===== src/rtl/hazard_ctrl.sv =====
// Hazard scheduler: D-stage stall plus D/E forwarding selects from E/M/W writer slots.
// Define HAZ_MDU_EN to add the mult/div busy counter and its extra stall.
module hazard_ctrl #(
    parameter int unsigned MD_LAT = 5
) (
    input  logic       clk,
    input  logic       reset,
    input  logic [5:0] az_d,
    input  logic [5:0] aw_d,
    input  logic [5:0] am_d,
    input  logic [1:0] tuse_z,
    input  logic [1:0] tuse_w,
    input  logic [1:0] tuse_m,
    input  logic [5:0] ax_d,
    input  logic [1:0] tnew_d,
    input  logic       md_use_d,
    input  logic       md_start,
    output logic       stall,
    output logic [1:0] fwd_dz,
    output logic [1:0] fwd_dw,
    output logic [1:0] fwd_ez,
    output logic [1:0] fwd_ew,
    output logic [1:0] fwd_em,
    output logic       md_busy
);

    localparam logic [1:0] SRC_NONE = 2'b00;
    localparam logic [1:0] SRC_E    = 2'b01;
    localparam logic [1:0] SRC_M    = 2'b10;
    localparam logic [1:0] SRC_W    = 2'b11;

    logic [5:0] r_e_ax;
    logic [1:0] r_e_tnew;
    logic [5:0] r_e_az;
    logic [5:0] r_e_aw;
    logic [5:0] r_e_am;
    logic       r_e_vld;
    logic [5:0] r_m_ax;
    logic [1:0] r_m_tnew;
    logic [5:0] r_w_ax;

    logic [1:0] w_sel_z;
    logic [1:0] w_sel_w;
    logic [1:0] w_sel_m;
    logic [1:0] w_tn_z;
    logic [1:0] w_tn_w;
    logic [1:0] w_tn_m;
    logic       w_haz_z;
    logic       w_haz_w;
    logic       w_haz_m;
    logic       w_stall_md;

    // Youngest writer slot holding a GPR address; 0 and selectors never match.
    function automatic logic [1:0] f_sel(
        input logic [5:0] a,
        input logic [5:0] ex,
        input logic [5:0] mx,
        input logic [5:0] wx
    );
        logic [1:0] s;
        s = SRC_NONE;
        if (a != 6'd0 && !a[5]) begin
            if (a == ex) begin
                s = SRC_E;
            end else if (a == mx) begin
                s = SRC_M;
            end else if (a == wx) begin
                s = SRC_W;
            end
        end
        return s;
    endfunction

    function automatic logic [1:0] f_tnew(
        input logic [1:0] sel,
        input logic [1:0] et,
        input logic [1:0] mt
    );
        logic [1:0] t;
        case (sel)
            SRC_E:   t = et;
            SRC_M:   t = mt;
            default: t = 2'd0;
        endcase
        return t;
    endfunction

    assign w_sel_z = f_sel(az_d, r_e_ax, r_m_ax, r_w_ax);
    assign w_sel_w = f_sel(aw_d, r_e_ax, r_m_ax, r_w_ax);
    assign w_sel_m = f_sel(am_d, r_e_ax, r_m_ax, r_w_ax);

    assign w_tn_z = f_tnew(w_sel_z, r_e_tnew, r_m_tnew);
    assign w_tn_w = f_tnew(w_sel_w, r_e_tnew, r_m_tnew);
    assign w_tn_m = f_tnew(w_sel_m, r_e_tnew, r_m_tnew);

    assign w_haz_z = (w_sel_z != SRC_NONE) && (w_tn_z > tuse_z);
    assign w_haz_w = (w_sel_w != SRC_NONE) && (w_tn_w > tuse_w);
    assign w_haz_m = (w_sel_m != SRC_NONE) && (w_tn_m > tuse_m);

    assign stall = w_haz_z | w_haz_w | w_haz_m | w_stall_md;

    // A not-yet-ready writer yields 00 here; a later stage picks it up.
    assign fwd_dz = (w_sel_z != SRC_NONE && w_tn_z == 2'd0) ? w_sel_z : SRC_NONE;
    assign fwd_dw = (w_sel_w != SRC_NONE && w_tn_w == 2'd0) ? w_sel_w : SRC_NONE;

    assign fwd_ez = f_sel(r_e_az, 6'd0, r_m_ax, r_w_ax);
    assign fwd_ew = f_sel(r_e_aw, 6'd0, r_m_ax, r_w_ax);
    assign fwd_em = f_sel(r_e_am, 6'd0, r_m_ax, r_w_ax);

    always_ff @(posedge clk) begin
        if (reset) begin
            r_e_ax   <= '0;
            r_e_tnew <= '0;
            r_e_az   <= '0;
            r_e_aw   <= '0;
            r_e_am   <= '0;
            r_e_vld  <= 1'b0;
            r_m_ax   <= '0;
            r_m_tnew <= '0;
            r_w_ax   <= '0;
        end else begin
            r_w_ax   <= r_m_ax;
            r_m_ax   <= r_e_ax;
            r_m_tnew <= (r_e_tnew == 2'd0) ? 2'd0 : r_e_tnew - 2'd1;
            if (stall) begin
                r_e_ax   <= '0;
                r_e_tnew <= '0;
                r_e_az   <= '0;
                r_e_aw   <= '0;
                r_e_am   <= '0;
                r_e_vld  <= 1'b0;
            end else begin
                r_e_ax   <= ax_d;
                r_e_tnew <= tnew_d;
                r_e_az   <= az_d;
                r_e_aw   <= aw_d;
                r_e_am   <= am_d;
                r_e_vld  <= 1'b1;
            end
        end
    end

`ifdef HAZ_MDU_EN
    logic [3:0] r_md_cnt;
    logic       w_md_go;

    // A bubbled E slot cannot start the unit.
    assign w_md_go = md_start & r_e_vld;

    always_ff @(posedge clk) begin
        if (reset) begin
            r_md_cnt <= '0;
        end else if (w_md_go) begin
            r_md_cnt <= 4'(MD_LAT);
        end else if (r_md_cnt != 4'd0) begin
            r_md_cnt <= r_md_cnt - 4'd1;
        end
    end

    assign md_busy    = (r_md_cnt != 4'd0);
    assign w_stall_md = md_use_d & (md_busy | w_md_go);
`else
    logic w_unused;

    assign w_unused   = ^{md_use_d, md_start, r_e_vld, 4'(MD_LAT)};
    assign md_busy    = 1'b0;
    assign w_stall_md = 1'b0;
`endif

endmodule


===== config.mk =====
export PLATFORM = sky130hd
export DESIGN_NAME = hazard_ctrl
export DESIGN_NICKNAME = d
export VERILOG_FILES = /design/src/rtl/hazard_ctrl.sv
export SDC_FILE = /design/constraint.sdc
export NUM_CORES = 1
export LEC_CHECK = 0
export ABC_AREA = 1
export BUFFER_PORTS_ARGS = -buffer_cell sky130_fd_sc_hd__clkbuf_2
export CAP_MARGIN = 20
export CORE_ASPECT_RATIO = 1.2
export CORE_MARGIN = 2
export CORE_UTILIZATION = 52
export CTS_CLUSTER_SIZE = 30
export DETAILED_ROUTE_END_ITERATION = 10
export GPL_TIMING_DRIVEN = 0
export PLACE_DENSITY = 0.75
export SYNTH_ARGS = -nofsm -noshare
export SYNTH_HDL_FRONTEND = slang
export SYNTH_SLANG_ARGS = --single-unit

===== constraint.sdc =====
create_clock -name clk -period 2.9 [get_ports clk]
set_input_delay 0.58 -clock clk [delete_from_list [all_inputs] [get_ports clk]]
set_output_delay 0.58 -clock clk [all_outputs]
set_load 0.03 [all_outputs]

# --- Word level (Yosys, flattened, before mapping) ---
# Cells that the tools add are included.
classes:
  add_sub_neg: 1
  magnitude_cmp: 3
  eq_ne: 21
  n_mux: 29
  bitwise_logic: 2
  reduce_logical: 34
op_table:
  columns: ["operator", "count"]
  rows:
  - ["== test 6 bit", 15]
  - ["2-to-1 mux 2 bit", 26]
  - ["nonzero test 6 bit", 6]
  - ["logical NOT 6 bit", 3]
  - ["one-hot mux 2 bit (2 select lines)", 3]
  - ["logical AND 1 bit", 11]
  - ["== test 2 x 1 -> 1 bit (second input constant)", 3]
  - ["== test 2 bit (second input constant)", 3]
  - ["> comparator 2 bit", 3]
  - ["logical NOT 1 bit", 6]
  - ["logical NOT 2 bit", 3]
  - ["nonzero test 2 bit", 3]
  - ["OR reduction 2 bit", 2]
  - ["bitwise OR 1 bit", 2]
  - ["subtractor 2 x 1 -> 2 bit (second input constant)", 1]
totals:
  register_bits: 40
  input_bits: 36
  output_inout_bits: 12
  word_cells: 98

# --- Logic depth before layout (Yosys ltp) ---
# Gate-level depths: netlist of run 1.
depth:
  ltp_word: 12
  mapped_depth: 25
  mapped_depth_nobuf: 22

# --- Worst setup path after synthesis of run 1 ---
# OpenSTA, ideal clock, no wires.
synth_timing:
  path_type: "in2reg"
  start: "input am_d[2]"
  end: "register r_e_aw[0]"
  setup_ns: 0.061
  arrival_ns: 3.146
  required_ns: 2.839
  path_slack_ns: -0.308
  cell_stages: 19
  path_buffers: 3
  path_cell_list: "clkbuf_1 > xor2_1 > nor2_1 > nand2_1 > nor2_1 > nand2_1 > nand2_1 > nand2_1 > ha_1 > and2_1 > ha_1 > inv_1 > nor2_1 > o21ai_1 > nand3_1 > or2_1 > buf_6 > buf_12 > nor2_4"
synth_via:
  elab_chain_cells: 11
  elab_cells_between_ends: 17
  cone_classes: "order compare: 1; eq/ne: 5; mux: 5; bitwise: 1; reduce/logical: 5"
synth_lines:
  columns: ["element", "line", "source"]
  rows:
  - ["start: declaration", "10", "input logic [5:0] am_d,"]
  - ["== test 6 bit", "67", "end else if (a == wx) begin"]
  - ["2-to-1 mux 2 bit", "67", null]
  - ["2-to-1 mux 2 bit", "65", "end else if (a == mx) begin"]
  - ["2-to-1 mux 2 bit", "63", "if (a == ex) begin"]
  - ["2-to-1 mux 2 bit (*)", "62", "if (a != 6'd0 && !a[5]) begin"]
  - ["== test 2 bit / == test 2 x 1 -> 1 bit (equally long branches)", "80", "case (sel)"]
  - ["one-hot mux 2 bit (2 select lines)", "80", null]
  - ["> comparator 2 bit", "98", "assign w_haz_m = (w_sel_m != SRC_NONE) && (w_tn_m > tuse_m);"]
  - ["logical AND 1 bit (*)", "98", null]
  - ["bitwise OR 1 bit (*)", "100", "assign stall = w_haz_z | w_haz_w | w_haz_m | w_stall_md;"]
  - ["via stall", "18", "output logic stall,"]
  - ["OR reduction 2 bit (no source line) (*)", null, null]
  - ["end signal: assignment", "136", "r_e_aw <= aw_d;"]
  - ["end: declaration", "35", "logic [5:0] r_e_aw;"]
# Mark *: on every way through the listed nets, which the timed path passes. The rest lies on a longest branch.
# A chain may end at the register's enable or synchronous reset.

# --- Final worst setup path of run 1 ---
layout_timing:
  start: "register r_m_ax[5]"
  end: "output stall"
layout_via:
  elab_chain_cells: 10
  elab_cells_between_ends: 32
  cone_classes: "order compare: 3; eq/ne: 9; mux: 12; bitwise: 2; reduce/logical: 6"
layout_lines:
  columns: ["element", "line", "source"]
  rows:
  - ["start: declaration", "38", "logic [5:0] r_m_ax;"]
  - ["start signal: assignment", "123", "r_m_ax <= r_e_ax;"]
  - ["== test 6 bit", "65", null]
  - ["2-to-1 mux 2 bit", "65", null]
  - ["2-to-1 mux 2 bit", "63", null]
  - ["2-to-1 mux 2 bit", "62", null]
  - ["== test 2 bit / == test 2 x 1 -> 1 bit (equally long branches)", "80", null]
  - ["one-hot mux 2 bit (2 select lines)", "80", null]
  - ["> comparator 2 bit (on tied branches)", "96, 97", null]
  - ["logical AND 1 bit (on tied branches)", "96, 97", null]
  - ["bitwise OR 1 bit", "100", null]
  - ["bitwise OR 1 bit (*)", "100", null]
  - ["end: declaration", "18", null]
# Every way passes the cells marked *; elsewhere a longest branch is shown, timed or not.

==> qor.csv, run 1 <==
stage,metric,value,unit
outcome,status,"complete, but fails checks",
outcome,violations,setup timing,
layout,nets,625,
pwr,powerDensity,333.1,nW/um^2
logic_synthesis,syn_area,3219,um^2
layout,area_growth_syn_to_layout,32.30,%
clock_network,cts_buffers,5,
pwr,clkPwrFrac,27.4,%
pwr,irDropWorstVdd,0.3145,mV
pwr,pwr-share-seq,42.8,%
floorplan,rows,31,
detailed_routing,drc,0,
logic_synthesis,ys_warn_count,0,
layout,drive_above_1_share,35.89,%
timing,tightest_slew,0.5638,ns
floorplan,core_area,6012,um^2
job,drv_cap,0,
worst_setup_path,crit_buf_inv,6,
global_routing,grt_pass1_vias,2980,
clock_network,cts_sinks,40,
worst_setup_path,crit_top_cell,nand2_1,
detailed_routing,routedWlPerCell,13.90,um
timing,hold_viol_final,0,
timing,period_minus_slack,3.383,ns
worst_setup_path,crit_fanout,5,
logic_synthesis,syn_inst,498,
logic_synthesis,yosysTopAreaCell,dfxtp_1,
placed_design,place_congestion,0.8530,
detailed_routing,drtIter0Drc,186,
layout,final_common_cell,nand2_1,
layout,layout_common_cells,"nand2_1 (127), inv_1 (55), nor2_1 (48), xor2_1 (38), buf_4 (34)",
clock_network,root_buffer,clkbuf_8,
worst_setup_path,crit_path_top_delay_cell,dfxtp_2,
worst_setup_path,critPathTopFamily,simple AND/OR/NAND/NOR gates,
placed_design,pre_cts_ws,-0.5333,ns
timing,holdWs,0.4241,ns
detailed_routing,firstDrtPassIters,5,
layout,n_fill_cell,448,
floorplan,fp.dieH,90.19,um
pwr,netSwitchingPower,0.0004736,W
logic_synthesis,synth_nets,550,
global_routing,grt_pass1_wl,13860,um
floorplan,initial_core_util,53.55,%
worst_setup_path,crit_path_cell_trace,buf_6 -> buf_4 -> nand2_1 -> nand2_1 -> nor2_1 -> nand3_2 -> nand2_1 -> nand2_2 -> nand2_4 -> buf_4 -> ha_4 -> nand2_1 -> inv_2 -> ha_1 -> inv_1 -> nor2_1 -> o21ai_1 -> nand3_2 -> buf_8,
worst_setup_path,crit_type,flip-flop to output pin,
timing,fin_ws,-0.4833,ns
pwr,pwr-share-comb,29.8,%
clock_network,insertion_delay,0.30,ns
clock_network,htree_levels,2,
placed_design,dpl.hpwl,6288,um
logic_synthesis,yosysSeqAreaShare,24.87,%
logic_synthesis,synth_top_area_share,24.87,%
logic_synthesis,yosys-top-cells-area,"dfxtp_1 (25%), nand2_1 (16%), xor2_1 (10%), inv_1 (9.8%), nor2_1 (7.0%)",
worst_setup_path,required,2.32,ns
timing,skew,0.002695,ns
detailed_routing,num_vias,3332,
worst_setup_path,end_kind,output pin,
worst_hold_path,hp-class,flip-flop to flip-flop,
pwr,intPower,0.0009452,W
clock_network,cts.clk_slew.worst_paths,0.08,ns
placed_design,port_buffers,43,
logic_synthesis,ys_seq_elements,40,
floorplan,fp.dieW,75.83,um
timing,max_slew_margin,62.42,%
timing,finalMaxSlewViolations,0,
global_routing,grt_max_degree,13,
layout,n_antenna_cell,0,
clock_network,cts_tree,done,
logic_synthesis,postSynthAreaPerCell,6.465,um^2
timing,setup_viol_count_final,31,
detailed_routing,antenna_violating_nets_post_route,0,
global_routing,antenna_found_initial,0,
pwr,p_leak,2.206,nW
floorplan,ios,48,
clock_network,cts_buffer_depth,2,
detailed_routing,wirelength,9119,um
detailed_routing,viasPerCell,5.079,
worst_setup_path,arrival,2.80,ns
global_routing,grtUsageTotal,26.63,%
timing,fmax,0.2956,GHz
worst_setup_path,start_kind,flip-flop,
worst_setup_path,max_stage_delay,0.33,ns
pwr,swShare,33.38,%
timing,min_period_over_period,116.7,%
timing,rsz0062_at_grt,yes,
global_routing,overflow,0,
floorplan,die-area,6839,um^2
logic_synthesis,synth_cell_types,29,
-- metal layers --
layer / part of all wire [%] / vias to the layer above / GRT usage (%)
met5: 0 / - / 0
met4: 2.0 / 0 / 7.749
met3: 5.7 / 14 / 3.475
met2: 53 / 117 / 46.34
met1: 40 / 1548 / 33.10
li1: - / 1653 / -
-- final cells by class --
| type | instances | area [um^2] | area share [%] |
|---|---|---|---|
| clock inverter | 2 | 10.01 | 0.2350 |
| sequential | 40 | 824.5 | 19.36 |
| inverter | 85 | 331.6 | 7.785 |
| clock buffer | 6 | 82.58 | 1.939 |
| timing repair buffer | 73 | 548.0 | 12.87 |
| buffer | 13 | 156.4 | 3.672 |
| tap | 82 | 102.6 | 2.409 |
| multi-input combinational | 355 | 2203 | 51.73 |
-- per-stage QoR --
stage                      power, W  cells  TNS (ns)  utilization, %  cell area, um^2
after floorplan           0.0008596    498    -3.783               -             3234
after global placement    0.0009490    623    -10.27           59.08             3552
after detailed placement  0.0009598    623    -12.38           59.08             3552
after CTS                  0.001396    649    -3.252           67.45             4055
after global routing       0.001489    656    -10.54           70.84             4259
final                      0.001419    656    -4.790           70.84             4259
-- logic make-up (layout without fill, tap and decap cells) --
family	after synthesis	after routing	synth area share (%)
and+or+nand+nor	258	258	37.23
buffers and inverters	103	179	14.03
xor gates and xnor gates	41	41	11.15
DFF	40	40	24.87
AOI/OAI and AO/OA	39	39	6.374
adders and majority gates	16	16	6.218
other	1	1	0.1165
-- sequential cells by signal, summed over array words and instances (netlist names) --
signal and count:
r_e_am 6, r_e_aw 6, r_e_ax 6, r_e_az 6, r_e_tnew 2, r_m_ax 6, r_m_tnew 2, r_w_ax 6
-- path summary, 6_finish.rpt --
check	start	endpoint	slack (ns)	cells after the start
min reg2reg	r_e_tnew[0]	r_m_tnew[0]	0.42	1
min	r_e_tnew[0]	r_m_tnew[0]	0.42	1
max	r_m_ax[5]	stall	-0.48	19
max reg2reg	r_m_ax[5]	r_e_az[2]	-0.17	22
-- power by group through the flow --
stage                     Combinational [W]  Clock (W)  Sequential, W
after floorplan                    0.000251          0       0.000609
after global placement             0.000336          0       0.000613
after detailed placement           0.000345          0       0.000615
after CTS                          0.000396   0.000395       0.000605
after global routing               0.000464   0.000414       0.000611
final                              0.000423   0.000389       0.000607
-- synthesized netlist by cell type, drive strengths merged --
cell	number
and2	3
o22ai	6
dfxtp	40
xor2	38
nand4	1
o21ai	6
buf	16
clkbuf	2
nand2	137
or2	3
nand3	20
nand3b	1
ha	16
nor2	80
xnor2	3
conb	1
nor3	10
a22oi	1
a21oi	26
nor3b	3
inv	85
-- worst reg2reg max path, stage by stage, from the launching register on --
cell and delay, ns:
dfxtp_2 0.33, buf_6 0.13, buf_4 0.14, nand2_1 0.06, nand2_1 0.04, nor2_1 0.12, nand3_2 0.10, nand2_1 0.10
nand2_2 0.07, nand2_4 0.09, buf_4 0.13, ha_4 0.20, nand2_1 0.08, inv_2 0.04, ha_1 0.31, inv_1 0.07
nor2_1 0.04, o21ai_1 0.17, nand3_2 0.13, or2_1 0.26, buf_8 0.17, buf_12 0.16, nor2_4 0.08
-- repair_timing --
item,CTS,global route
resized for setup,86,73
setup buffers,17,11
hold endpoints to repair,0,0
pin swaps,28,38
cloned,2,0
hold buffers,0,0
setup endpoints to repair,31,31
No activity file was read; power rests on OpenSTA's default activity.
==> run 2: changes to the inputs <==
Settings changed: ABC_AREA 1 to default, CORE_UTILIZATION 52 to 51, GPL_TIMING_DRIVEN 0 to default, PLACE_DENSITY 0.75 to 0.74.
==> qor.csv, run 2 <==
stage,metric,value,unit,change
outcome,status,"complete, but fails checks",,unchanged
outcome,violations,setup timing,,unchanged
timing,max_slew_margin,63.11,%,was 62.42%
timing,fin_ws,-0.6619,ns,was -0.4833 ns
placed_design,dpl.hpwl,5874,um,was 6288 um
floorplan,die-area,6213,um^2,was 6839 um^2
detailed_routing,drc,0,,unchanged
detailed_routing,viasPerCell,5.666,,was 5.079
floorplan,fp.dieH,85.95,um,was 90.19 um
logic_synthesis,synth_edf_count,0,,unchanged
worst_setup_path,arrival,2.98,ns,was 2.80 ns
timing,tightest_slew,0.5533,ns,was 0.5638 ns
layout,n_antenna_cell,0,,unchanged
timing,setup_viol_count_final,31,,unchanged
floorplan,fp.dieW,72.29,um,was 75.83 um
layout,fin_area,4198,um^2,was 4259 um^2
detailed_routing,antenna_violating_nets_post_route,0,,unchanged
worst_setup_path,r2r_setup_slack,-0.35,ns,was -0.17 ns
clock_network,cts_tree,done,,unchanged
worst_setup_path,required,2.32,ns,about the same
clock_network,htree_levels,2,,unchanged
timing,min_period_over_period,122.8,%,was 116.7%
floorplan,ios,48,,unchanged
timing,holdWs,0.4605,ns,was 0.4241 ns
clock_network,root_buffer,clkbuf_8,,unchanged
layout,n_fill_cell,298,,was 448
timing,fmax,0.2807,GHz,was 0.2956 GHz
layout,multi_input_area,2285,um^2,was 2203 um^2
worst_setup_path,crit_fanout,5,,unchanged
logic_synthesis,synth_cell_types,40,,was 29
logic_synthesis,ys_warn_count,0,,unchanged
layout,layout_common_cells,"buf_4 (63), xnor2_1 (53), clkbuf_2 (37), xor2_1 (29), dfxtp_1 (26)",,"was nand2_1 (127), inv_1 (55), nor2_1 (48), xor2_1 (38), buf_4 (34)"
logic_synthesis,syn_area,2854,um^2,was 3219 um^2
clock_network,cts_sinks,40,,unchanged
timing,period_minus_slack,3.562,ns,was 3.383 ns
layout,area_growth_syn_to_layout,47.08,%,was 32.30%
layout,nets,474,,was 625
timing,skew,0.01471,ns,was 0.002695 ns
logic_synthesis,syn_inst,316,,was 498
detailed_routing,drtIter0Drc,107,,was 186
timing,finalSetupTns,-11.49,ns,was -4.790 ns
worst_setup_path,crit_path_start,aw_d[3],,was r_m_ax[5]
clock_network,postCtsHoldBufs,0,,unchanged
global_routing,grt_max_degree,16,,was 13
clock_network,cts.clk_slew.worst_paths,0.09,ns,was 0.08 ns
worst_setup_path,start_kind,input port,,was flip-flop
logic_synthesis,yosysSeqAreaShare,28.06,%,was 24.87%
worst_setup_path,end_kind,output pin,,unchanged
floorplan,core_area,5334,um^2,was 6012 um^2
placed_design,place_congestion,0.8794,,was 0.8530
logic_synthesis,postSynthAreaPerCell,9.032,um^2,was 6.465 um^2
logic_synthesis,synthFlopType,dfxtp_1,,unchanged
layout,fin_cells,485,,was 656
logic_synthesis,yosysMostFrequentCell,xnor2_1,,was nand2_1
detailed_routing,routedWlPerCell,19.71,um,was 13.90 um
logic_synthesis,async_flop_share,0,%,unchanged
clock_network,insertion_delay,0.31,ns,was 0.30 ns
placed_design,post_dp_cell_area,3517,um^2,was 3552 um^2
logic_synthesis,yosys-top-cells-count,"xnor2_1 (56), dfxtp_1 (40), xor2_1 (34)",,"was nand2_1 (133), inv_1 (84), nor2_1 (60)"
logic_synthesis,synth_top_area_share,28.06,%,was 24.87%
floorplan,initial_core_util,53.51,%,was 53.55%
clock_network,cts_buffer_depth,2,,unchanged
clock_network,cts_buffers,5,,unchanged
placed_design,dp_cells,463,,was 623
detailed_routing,wirelength,9559,um,was 9119 um
timing,hold_viol_final,0,,unchanged
floorplan,rows,29,,was 31
logic_synthesis,synth_nets,368,,was 550
layout,drive_above_1_share,46.57,%,was 35.89%
timing,finalMaxSlewViolations,0,,unchanged
worst_hold_path,hold_start,ax_d[3],,was r_e_tnew[0]
logic_synthesis,yosysTopAreaCell,dfxtp_1,,unchanged
placed_design,port_buffers,44,,was 43
global_routing,antenna_found_initial,0,,unchanged
worst_setup_path,r2r-start,r_w_ax[1],,was r_m_ax[5]
pwr,powerDensity,368.9,nW/um^2,was 333.1 nW/um^2
worst_setup_path,crit_type,input port to output pin,,was flip-flop to output pin
detailed_routing,num_vias,2748,,was 3332
worst_hold_path,hp-class,input port to flip-flop,,was flip-flop to flip-flop
detailed_routing,firstDrtPassIters,4,,was 5
timing,rsz0062_at_grt,yes,,unchanged
layout,regArea,823.3,um^2,was 824.5 um^2
pwr,irDropWorstVdd,0.3348,mV,was 0.3145 mV
logic_synthesis,yosys-top-cells-area,"dfxtp_1 (28%), xnor2_1 (17%), xor2_1 (10%), ha_1 (7.0%), and2_1 (5.7%)",,"was dfxtp_1 (25%), nand2_1 (16%), xor2_1 (10%), inv_1 (9.8%), nor2_1 (7.0%)"
pwr,p_leak,1.840,nW,was 2.206 nW
layout,final_common_cell,buf_4,,was nand2_1
global_routing,grt_pass1_vias,2905,,was 2980
logic_synthesis,ys_seq_elements,40,,unchanged
global_routing,overflow,0,,unchanged
job,drv_cap,0,,unchanged
placed_design,pre_cts_ws,-0.8394,ns,was -0.5333 ns
global_routing,grt_pass1_wl,13960,um,was 13860 um
global_routing,grtUsageTotal,29.70,%,was 26.63%
==> run 2: changes by cell type after synthesis, sizes merged, moves of 4 or more <==
cell   delta
nand2   -123
inv      -78
nor2     -74
xnor2    +53
and2     +23
a21oi    -20
nor2b    +16
nand3    -15
nand4     +8
o22ai     -6
a22o      +5
and3      +4
nor4      +4
xor2      -4
==> run 2: cell families (layout without fill, tap and decap cells) <==
| family | count (synthesis) | in the layout | share of synthesized area [%] |
|---|---|---|---|
| xor gates and xnor gates | 90 | 90 | 27.62 |
| and+or+nand+nor | 110 | 110 | 23.10 |
| other | 1 | 1 | 0.1314 |
| DFF | 40 | 40 | 28.06 |
| buffers and inverters | 24 | 131 | 4.647 |
| adders and majority gates | 16 | 16 | 7.014 |
| AOI/OAI and AO/OA | 35 | 35 | 9.425 |
==> run 2: through the flow <==
stage | util (%) | total power, W
after floorplan | - | 0.0008314
after global placement | 65.94 | 0.0009519
after detailed placement | 65.94 | 0.0009639
after CTS | 74.92 | 0.001495
after global routing | 78.70 | 0.001606
final | 78.70 | 0.001549
==> run 2: final cells by class <==
cell class | instances | share of cell area (%)
multi-input combinational | 252 | 54.43
clock inverter | 2 | 0.9240
sequential | 40 | 19.61
inverter | 7 | 0.6259
clock buffer | 6 | 1.967
tap | 62 | 1.848
timing repair buffer | 116 | 20.60
==> run 2: critical path, cell delays in order <==
cell and delay, ns:
clkbuf_2 0.17, xnor2_1 0.21, nand2_1 0.10, buf_4 0.16, nor3_4 0.25, buf_4 0.16, o21a_1 0.11, ha_2 0.17
a22o_1 0.13, nand2_1 0.06, inv_1 0.10, ha_4 0.21, nor2b_2 0.15, o21ai_2 0.16, nand3_2 0.10, buf_8 0.15
==> run 2: path summary, 6_finish.rpt <==
| kind | endpoint | cells after the start |
|---|---|---|
| setup / recovery | stall | 16 |
| hold / removal | r_e_ax[3] | 2 |
| setup reg to reg | r_e_am[1] | 15 |
| hold reg to reg | r_m_ax[5] | 1 |
==> run 2: timing repair <==
action / CTS / global route
pin swaps: 39 / 23
cloned: 1 / 1
resized for setup: 71 / 37
buffers inserted: 7 / 5
setup endpoints to repair: 31 / 31
==> run 2: routing by layer <==
metal	part of all wire (%)	wire length [um]	up-vias	global-route usage, %
li1	-	-	1269	-
met1	37	3559	1312	30.41
met2	52	4950	122	55.96
met3	5.6	537	45	4.818
met4	5.4	512	0	16.30
met5	0	0	-	0
==> run 2: where the power goes <==
part	internal, W	switching [W]	total [W]	leakage, nW
combinational	0.000212	0.000211	0.000423	1.44
sequential	0.000579	0.0000446	0.000624	0.337
clock	0.000282	0.000220	0.000502	0.0614
total	0.00107	0.000476	0.00155	1.84
